File: src/rtl/gf16_sqrt_seq_if.sv
// Handshake bundle between the GF(2^4) square-root unit and its neighbours.
// master = operand producer / result consumer, slave = the unit itself.
interface gf16_sqrt_seq_if;
  logic       in_valid;
  logic       in_ready;
  logic [3:0] in_data;
  logic       out_valid;
  logic       out_ready;
  logic [3:0] out_data;
  logic       out_check;

  modport master (
    output in_valid, in_data, out_ready,
    input  in_ready, out_valid, out_data, out_check
  );

  modport slave (
    input  in_valid, in_data, out_ready,
    output in_ready, out_valid, out_data, out_check
  );
endinterface

File: src/rtl/gf16_sqrt_seq.sv
// Sequential GF(2^4) root unit (P = x^4+x^3+1): result = a^(2^ITER) by ITER squarings, plus self-check.
// Latency: operand accepted at edge k, result valid after edge k+ITER+1.
// Backpressure: result held stable in DONE until out_ready; no new operand accepted until back in IDLE.
module gf16_sqrt_seq #(
  parameter int ITER = 3
) (
  input  logic           clk,
  input  logic           rst,
  gf16_sqrt_seq_if.slave bus,
  output logic           busy
);

  if (ITER < 1 || ITER > 7) begin : g_bad_iter
    $error("gf16_sqrt_seq: ITER must be in 1..7");
  end

  typedef enum logic [1:0] {IDLE, BUSY, VERIFY, DONE} state_t;

  state_t     state;
  state_t     state_nxt;
  logic [3:0] op_r;
  logic [3:0] acc_r;
  logic [2:0] cnt_r;
  logic       chk_r;
  logic [3:0] sq_acc;
  logic       load;
  logic       step;
  logic       verify;

  // Modular square: x^4 = x^3+1, x^5 = x^3+x+1, x^6 = x^3+x^2+x+1 folded into the low bits.
  function automatic logic [3:0] sq(input logic [3:0] b);
    return {b[2] ^ b[3], b[1] ^ b[3], b[3], b[0] ^ b[2] ^ b[3]};
  endfunction

  // Single squarer shared by the iteration and the verify step.
  assign sq_acc = sq(acc_r);

  // State register.
  always_ff @(posedge clk or posedge rst) begin
    if (rst) state <= IDLE;
    else     state <= state_nxt;
  end

  // Next-state and handshake outputs.
  always_comb begin
    state_nxt     = state;
    load          = 1'b0;
    step          = 1'b0;
    verify        = 1'b0;
    bus.in_ready  = 1'b0;
    bus.out_valid = 1'b0;
    busy          = 1'b1;
    case (state)
      IDLE: begin
        bus.in_ready = 1'b1;
        busy         = 1'b0;
        if (bus.in_valid) begin
          load      = 1'b1;
          state_nxt = BUSY;
        end
      end
      BUSY: begin
        step = 1'b1;
        if (cnt_r == 3'd1) state_nxt = VERIFY;
      end
      VERIFY: begin
        verify    = 1'b1;
        state_nxt = DONE;
      end
      DONE: begin
        bus.out_valid = 1'b1;
        if (bus.out_ready) state_nxt = IDLE;
      end
      default: state_nxt = IDLE;
    endcase
  end

  // Datapath: capture operand, iterate squarings, latch the check flag.
  always_ff @(posedge clk or posedge rst) begin
    if (rst) begin
      op_r  <= 4'h0;
      acc_r <= 4'h0;
      cnt_r <= 3'd0;
      chk_r <= 1'b0;
    end else if (load) begin
      op_r  <= bus.in_data;
      acc_r <= bus.in_data;
      cnt_r <= 3'(ITER);
    end else if (step) begin
      acc_r <= sq_acc;
      cnt_r <= cnt_r - 3'd1;
    end else if (verify) begin
      chk_r <= (sq_acc == op_r);
    end
  end

  // Result comes straight from the working registers; only meaningful in DONE.
  assign bus.out_data  = acc_r;
  assign bus.out_check = chk_r;

endmodule

File: src/flat_wrapper.sv
// flat-port wrapper written by rule: the top's interface ports become plain ports
module gf16_sqrt_seq_flat 
#(
  parameter int ITER = 3
)
  (clk, rst, busy, bus_in_valid, bus_in_data, bus_out_ready, bus_in_ready, bus_out_valid, bus_out_data, bus_out_check);
  gf16_sqrt_seq_if bus_i ();
  input  logic clk;
  input  logic rst;
  output logic busy;
  input wire logic [$bits(bus_i.in_valid)-1:0] bus_in_valid;
  input wire logic [$bits(bus_i.in_data)-1:0] bus_in_data;
  input wire logic [$bits(bus_i.out_ready)-1:0] bus_out_ready;
  output wire logic [$bits(bus_i.in_ready)-1:0] bus_in_ready;
  output wire logic [$bits(bus_i.out_valid)-1:0] bus_out_valid;
  output wire logic [$bits(bus_i.out_data)-1:0] bus_out_data;
  output wire logic [$bits(bus_i.out_check)-1:0] bus_out_check;
  assign bus_i.in_valid = bus_in_valid;
  assign bus_i.in_data = bus_in_data;
  assign bus_i.out_ready = bus_out_ready;
  assign bus_in_ready = bus_i.in_ready;
  assign bus_out_valid = bus_i.out_valid;
  assign bus_out_data = bus_i.out_data;
  assign bus_out_check = bus_i.out_check;
  gf16_sqrt_seq #(.ITER(ITER)) u_core (.clk(clk), .rst(rst), .bus(bus_i), .busy(busy));
endmodule
File: config.mk
export PLATFORM = sky130hd
export DESIGN_NAME = gf16_sqrt_seq_flat
export DESIGN_NICKNAME = d
export VERILOG_FILES = /design/src/rtl/gf16_sqrt_seq_if.sv /design/src/rtl/gf16_sqrt_seq.sv /design/src/flat_wrapper.sv
export SDC_FILE = /design/constraint.sdc
export NUM_CORES = 1
export LEC_CHECK = 0
export BUFFER_PORTS_ARGS = -buffer_cell sky130_fd_sc_hd__clkbuf_2
export CAP_MARGIN = 20
export CORE_ASPECT_RATIO = 0.8
export CORE_MARGIN = 4
export CORE_UTILIZATION = 30
export DETAILED_ROUTE_END_ITERATION = 16
export HOLD_SLACK_MARGIN = 0.02
export SLEW_MARGIN = 15
export SYNTH_ARGS = -nofsm -noshare
export SYNTH_HDL_FRONTEND = slang
export SYNTH_SLANG_ARGS = --single-unit
File: constraint.sdc
create_clock -name clk -period 1.7 [get_ports clk]
set_input_delay 0.085 -clock clk [delete_from_list [all_inputs] [get_ports clk]]
set_output_delay 0.085 -clock clk [all_outputs]
set_load 0.005 [all_outputs]
# Yosys cells after proc, flatten, opt, wreduce, memory -nomap -nowiden

Cells that the tools add are included.

Bits in registers: 14
Output and inout bits: 8
Logic and storage cells: 39

Add/subtract/negate cells: 1
Equality and inequality tests: 8
Multiplexer cells: 15
Bitwise gates (word level): 6
Reduce and logical (&&, ||, !) cells: 4

Operator list:

| kind                                                               | count |
|---|---|
| 4-bit two-way mux                                                  | 2 |
| 2-bit case mux with 4 select lines                                 | 1 |
| 1-bit two-way mux                                                  | 7 |
| 2-bit two-way mux                                                  | 3 |
| 3-bit two-way mux                                                  | 2 |
| 3-bit AND reduction                                                | 2 |
| 2-bit == test, second input constant                               | 2 |
| 4-bit == test                                                      | 1 |
| 2-bit != test, second input constant                               | 2 |
| 1-bit bitwise XOR                                                  | 4 |
| 3-bit by 1-bit == test with 1-bit output, second input constant    | 1 |
| 3-bit by 1-bit subtractor with 3-bit output, second input constant | 1 |
| 2-bit by 1-bit == test with 1-bit output, second input constant    | 1 |
| 2-bit logical NOT                                                  | 1 |
| 2-bit by 1-bit != test with 1-bit output, second input constant    | 1 |
| 1-bit inverter                                                     | 2 |
| 2-bit nonzero test                                                 | 1 |

# Logic depth before layout (Yosys ltp)

Depth after elaboration: 4
Gate-level depth with buffers: 6
Gate-level depth less buffers: 6

# Worst setup path before layout

OpenSTA, ideal clock, no wires.

Path kind: reg-to-reg
From: register u_core.state[1]
To: register u_core.state[0]
Setup time: 0.083 ns
Data arrival time: 1.278 ns
Slack: 0.340 ns
Cell stages (with the launch flop): 7
Buffers on the path: 1
Period minus slack after synthesis: 1.360 ns
Cells stage by stage: dfrtp_1 > inv_1 > ha_1 > buf_4 > a222oi_1 > o21ai_1 > o21ai_0

Word-level cells in the longest chain between the ends: 3

RTL lines:

| item                                                                                              | line                | source |
|---|---|---|
| start, declared                                                                                   | gf16_sqrt_seq.sv:19 | `state_t state;` |
| start signal, assigned                                                                            | gf16_sqrt_seq.sv:41 | `else state <= state_nxt;` |
| 2-bit by 1-bit == test with 1-bit output (tied with other cells)                                  | gf16_sqrt_seq.sv:53 | `case (state)` |
| 2-bit by 1-bit != test with 1-bit output (no source line) / 2-bit != test (equally long branches) | n/a                 |  |
| 3-bit AND reduction (no source line)                                                              | n/a                 |  |

Parallel ways exist; a longest one is shown, timed or not.
A chain may end at the register's enable or synchronous reset.

# Worst setup path after layout

Ends and elaborated chain as after synthesis.

==> results.ini <==
[logic_synthesis]
netlist_instances = 81
synth_warnings = 0
synth_edf_count = 0
synth_top_area_frac = 0.4598
synth.area.top_cells = dfrtp_1 (46%), ha_1 (11%), nand2_1 (10%), xor2_1 (5.7%), o21ai_0 (4.6%)
ys_async_sr_fraction = 1.000
yosysSeqAreaShare = 0.4598
synthTopCellsByCount = nand2_1 (21), dfrtp_1 (14), inv_1 (9), ha_1 (7), o21ai_0 (7)
synth_most_common_cell = nand2_1
synth.avg_cell_area_um2 = 9.407
syn-num-nets = 96
ys_ff_latch = 14
synth_ff_type = dfrtp_1
syn_area_um2 = 762.0
ys_types = 18
yosys.area.top_type = dfrtp_1

[critical_path]
critical-path-top-delay-family = flip-flops
path_max_fanout = 10
cp_num_buf_inv = 2
crit_start = u_core.state[1]
ff2ff_path_depth = 6
path_depth = 6
start_kind = flip-flop
slowest_stage = dfrtp_1
r2r-start = u_core.state[1]
reg2reg_to = u_core.state[0]
path_class = flip-flop to flip-flop
crit_chain = inv_1 > ha_1 > a222oi_1 > buf_4 > o21ai_1 > o21ai_0
crit_path_end_kind = flip-flop
endpoint = u_core.state[0]
arrival_ps = 1680
required_ps = 1870
max_stage_delay_ps = 410
ff2ff_setup_slack_ps = 190

[placement]
dp_hpwl_um = 1175
dp.cells = 131
placed_cell_area_um2 = 870.8
place_congestion = 0.7320
port_buffers = 15

[clock_tree]
numCtsBuffers = 3
clockBufferDepth = 2
cts.repair.resized = 0
cts_tree = done
worstSkewPairLatency_ps = 290
cts_htree_levels = 1
cts_num_sinks = 14
clockRootBuffer = clkbuf_4
clkTransAtPathRegs_ps = 80

[global_route]
grt_pass1_wl_um = 2753
gr-usage-all-layers = 0.1093
gr-total-overflow = 0
grt_pass1_vias = 649
grt_max_degree = 15
antenna_found_initial = 0

[floorplan]
io_pins = 16
coreArea_um2 = 2442
die_y_um = 53.08
start_util = 0.3120
rows = 16
fp.dieW_um = 64.35
dieArea_um2 = 3415

[route]
via_per_inst = 4.248
dr.first_iter.drc_count = 18
routedWlPerCell_um = 10.70
dr.pass1.iters = 3
drt_wl_total_um = 1508
drcViolationCount = 0
vias = 599
ant_nets = 0

[finish]
area_growth_pct = 26.60
layoutNonFillerInstCount = 141
antennaDiodeCount = 0
layout.nets = 121
drive_above_1_share = 0.2095
fin_util = 0.3950
fin_area_um2 = 964.7
fillers = 271

[run_status]
run_status = finished, final reports clean

[timing]
slew_violations = 0
fin_setup_tns_ps = 0
finalSetupViolations = 0
relSlewSlack = 0.6473
finalHoldViolations = 0
rsz0062_at_grt = false
fin_crit_sh = 0.8882
max_slew.worst_pin.slew_ps = 528.5
finClkSkew_ps = 10.19
fmax_ghz = 0.6623
fin_crit_ps = 1510

[power_and_ir_drop]
switching_share = 0.4087
intPower_mw = 1.011
sequentialPowerShare = 0.386
p_leak_nw = 0.5055
ir_drop_mv = 0.4595
p_comb_frac = 0.472
p_switching_mw = 0.6989
p_per_area_nw_per_um2 = 1773
clockPowerShare = 0.141

[min_path]
hold_path.class = primary input to flip-flop

[run]
drv_cap = 0

worst reg2reg max path: cells and delay by family (launching register included):
family / cells / cell delay [ps]
adder cells (fa/ha/maj): 1 / 400
buffers and inverters: 2 / 300
AO/OA/AOI/OAI: 3 / 280
flip-flops: 1 / 410
stage by stage:
step | setup slack, ps | power (mW) | hold WS, ps
after floorplan | 339.8 | 1.226 | -25.78
after global placement | 258.6 | 1.416 | 134.1
after detailed placement | 103.2 | 1.455 | 137.4
after CTS | 82.60 | 1.713 | 180.2
after global routing | 82.83 | 1.903 | 202.9
final | 190.0 | 1.710 | 182.8
power by group through the flow:
| stage | Combinational [mW] | Sequential (mW) | Clock, mW |
|---|---|---|---|
| 6_report | 0.807 | 0.661 | 0.242 |
| 5_1_grt | 0.943 | 0.688 | 0.272 |
| 4_1_cts | 0.796 | 0.664 | 0.252 |
| 3_5_place_dp | 0.782 | 0.673 | 0 |
| 3_3_place_gp | 0.759 | 0.657 | 0 |
| 2_1_floorplan | 0.603 | 0.622 | 0 |
flip-flops by register name (all words and copies together), names as in the netlist:
| name | cells |
|---|---|
| u_core.bus.out_data | 4 |
| u_core.state | 2 |
| u_core.cnt_r | 3 |
| u_core.op_r | 4 |
| u_core.bus.out_check | 1 |
cells in the final DEF, fill, tap and decap left out, drive strengths merged:
cell,Yosys,final
nand2,21,21
clkbuf,0,19
dfrtp,14,14
o21ai,10,10
inv,9,9
ha,7,7
xor2,6,6
dlygate4sd3,0,5
nor2,2,2
and3,2,2
nor3,2,2
xnor2,2,2
buf,2,2
nand2b,1,1
a222oi,1,1
mux2i,1,1
o221ai,1,1
per-layer routing:
layer / vias up / track usage / share of wire
met5: - / 0 / 0
met4: 0 / 0.05263 / 0.021
met3: 5 / 0.03185 / 0.040
met2: 10 / 0.2021 / 0.52
met1: 281 / 0.1151 / 0.42
li1: 303 / - / -
how the worst min path moves through the flow:
stage | to | depth (start not counted) | from | slack, ps
after global placement | u_core.bus.out_check | 2 | rst | 130
after detailed placement | u_core.bus.out_check | 2 | rst | 140
after CTS | u_core.cnt_r[0] | 3 | bus_in_valid | 180
after global routing | u_core.cnt_r[1] | 3 | bus_in_valid | 200
after floorplan | u_core.bus.out_check | 1 | rst | -30
final | u_core.cnt_r[0] | 3 | bus_in_valid | 180
cells by family (layout without fill, tap and decap cells):
group | count (synthesis) | after routing | synth area share
AND/OR/NAND/NOR | 28 | 28 | 0.1511
flip-flops | 14 | 14 | 0.4598
AO/OA/AOI/OAI | 12 | 12 | 0.09030
buffers and inverters | 11 | 35 | 0.06896
XOR/XNOR | 8 | 8 | 0.1018
adder cells (fa/ha/maj) | 7 | 7 | 0.1149
multiplexers | 1 | 1 | 0.01314
layout make-up:
cell class	count	area (um^2)	share of cell area
repair buffers	22	140.1	0.1453
clock buffers	4	36.28	0.03761
flip-flops and latches	14	350.3	0.3632
multi-input cells	56	359.1	0.3722
inverters	9	33.78	0.03502
well taps	36	45.04	0.04669
timing repair:
item                                    in CTS  in global routing
endpoints found under the setup margin       0                  2
hold buffers                                 5                  0
endpoints found under the hold margin       19                  0
setup buffers                                0                  1
(Power assumes the default switching activity.)
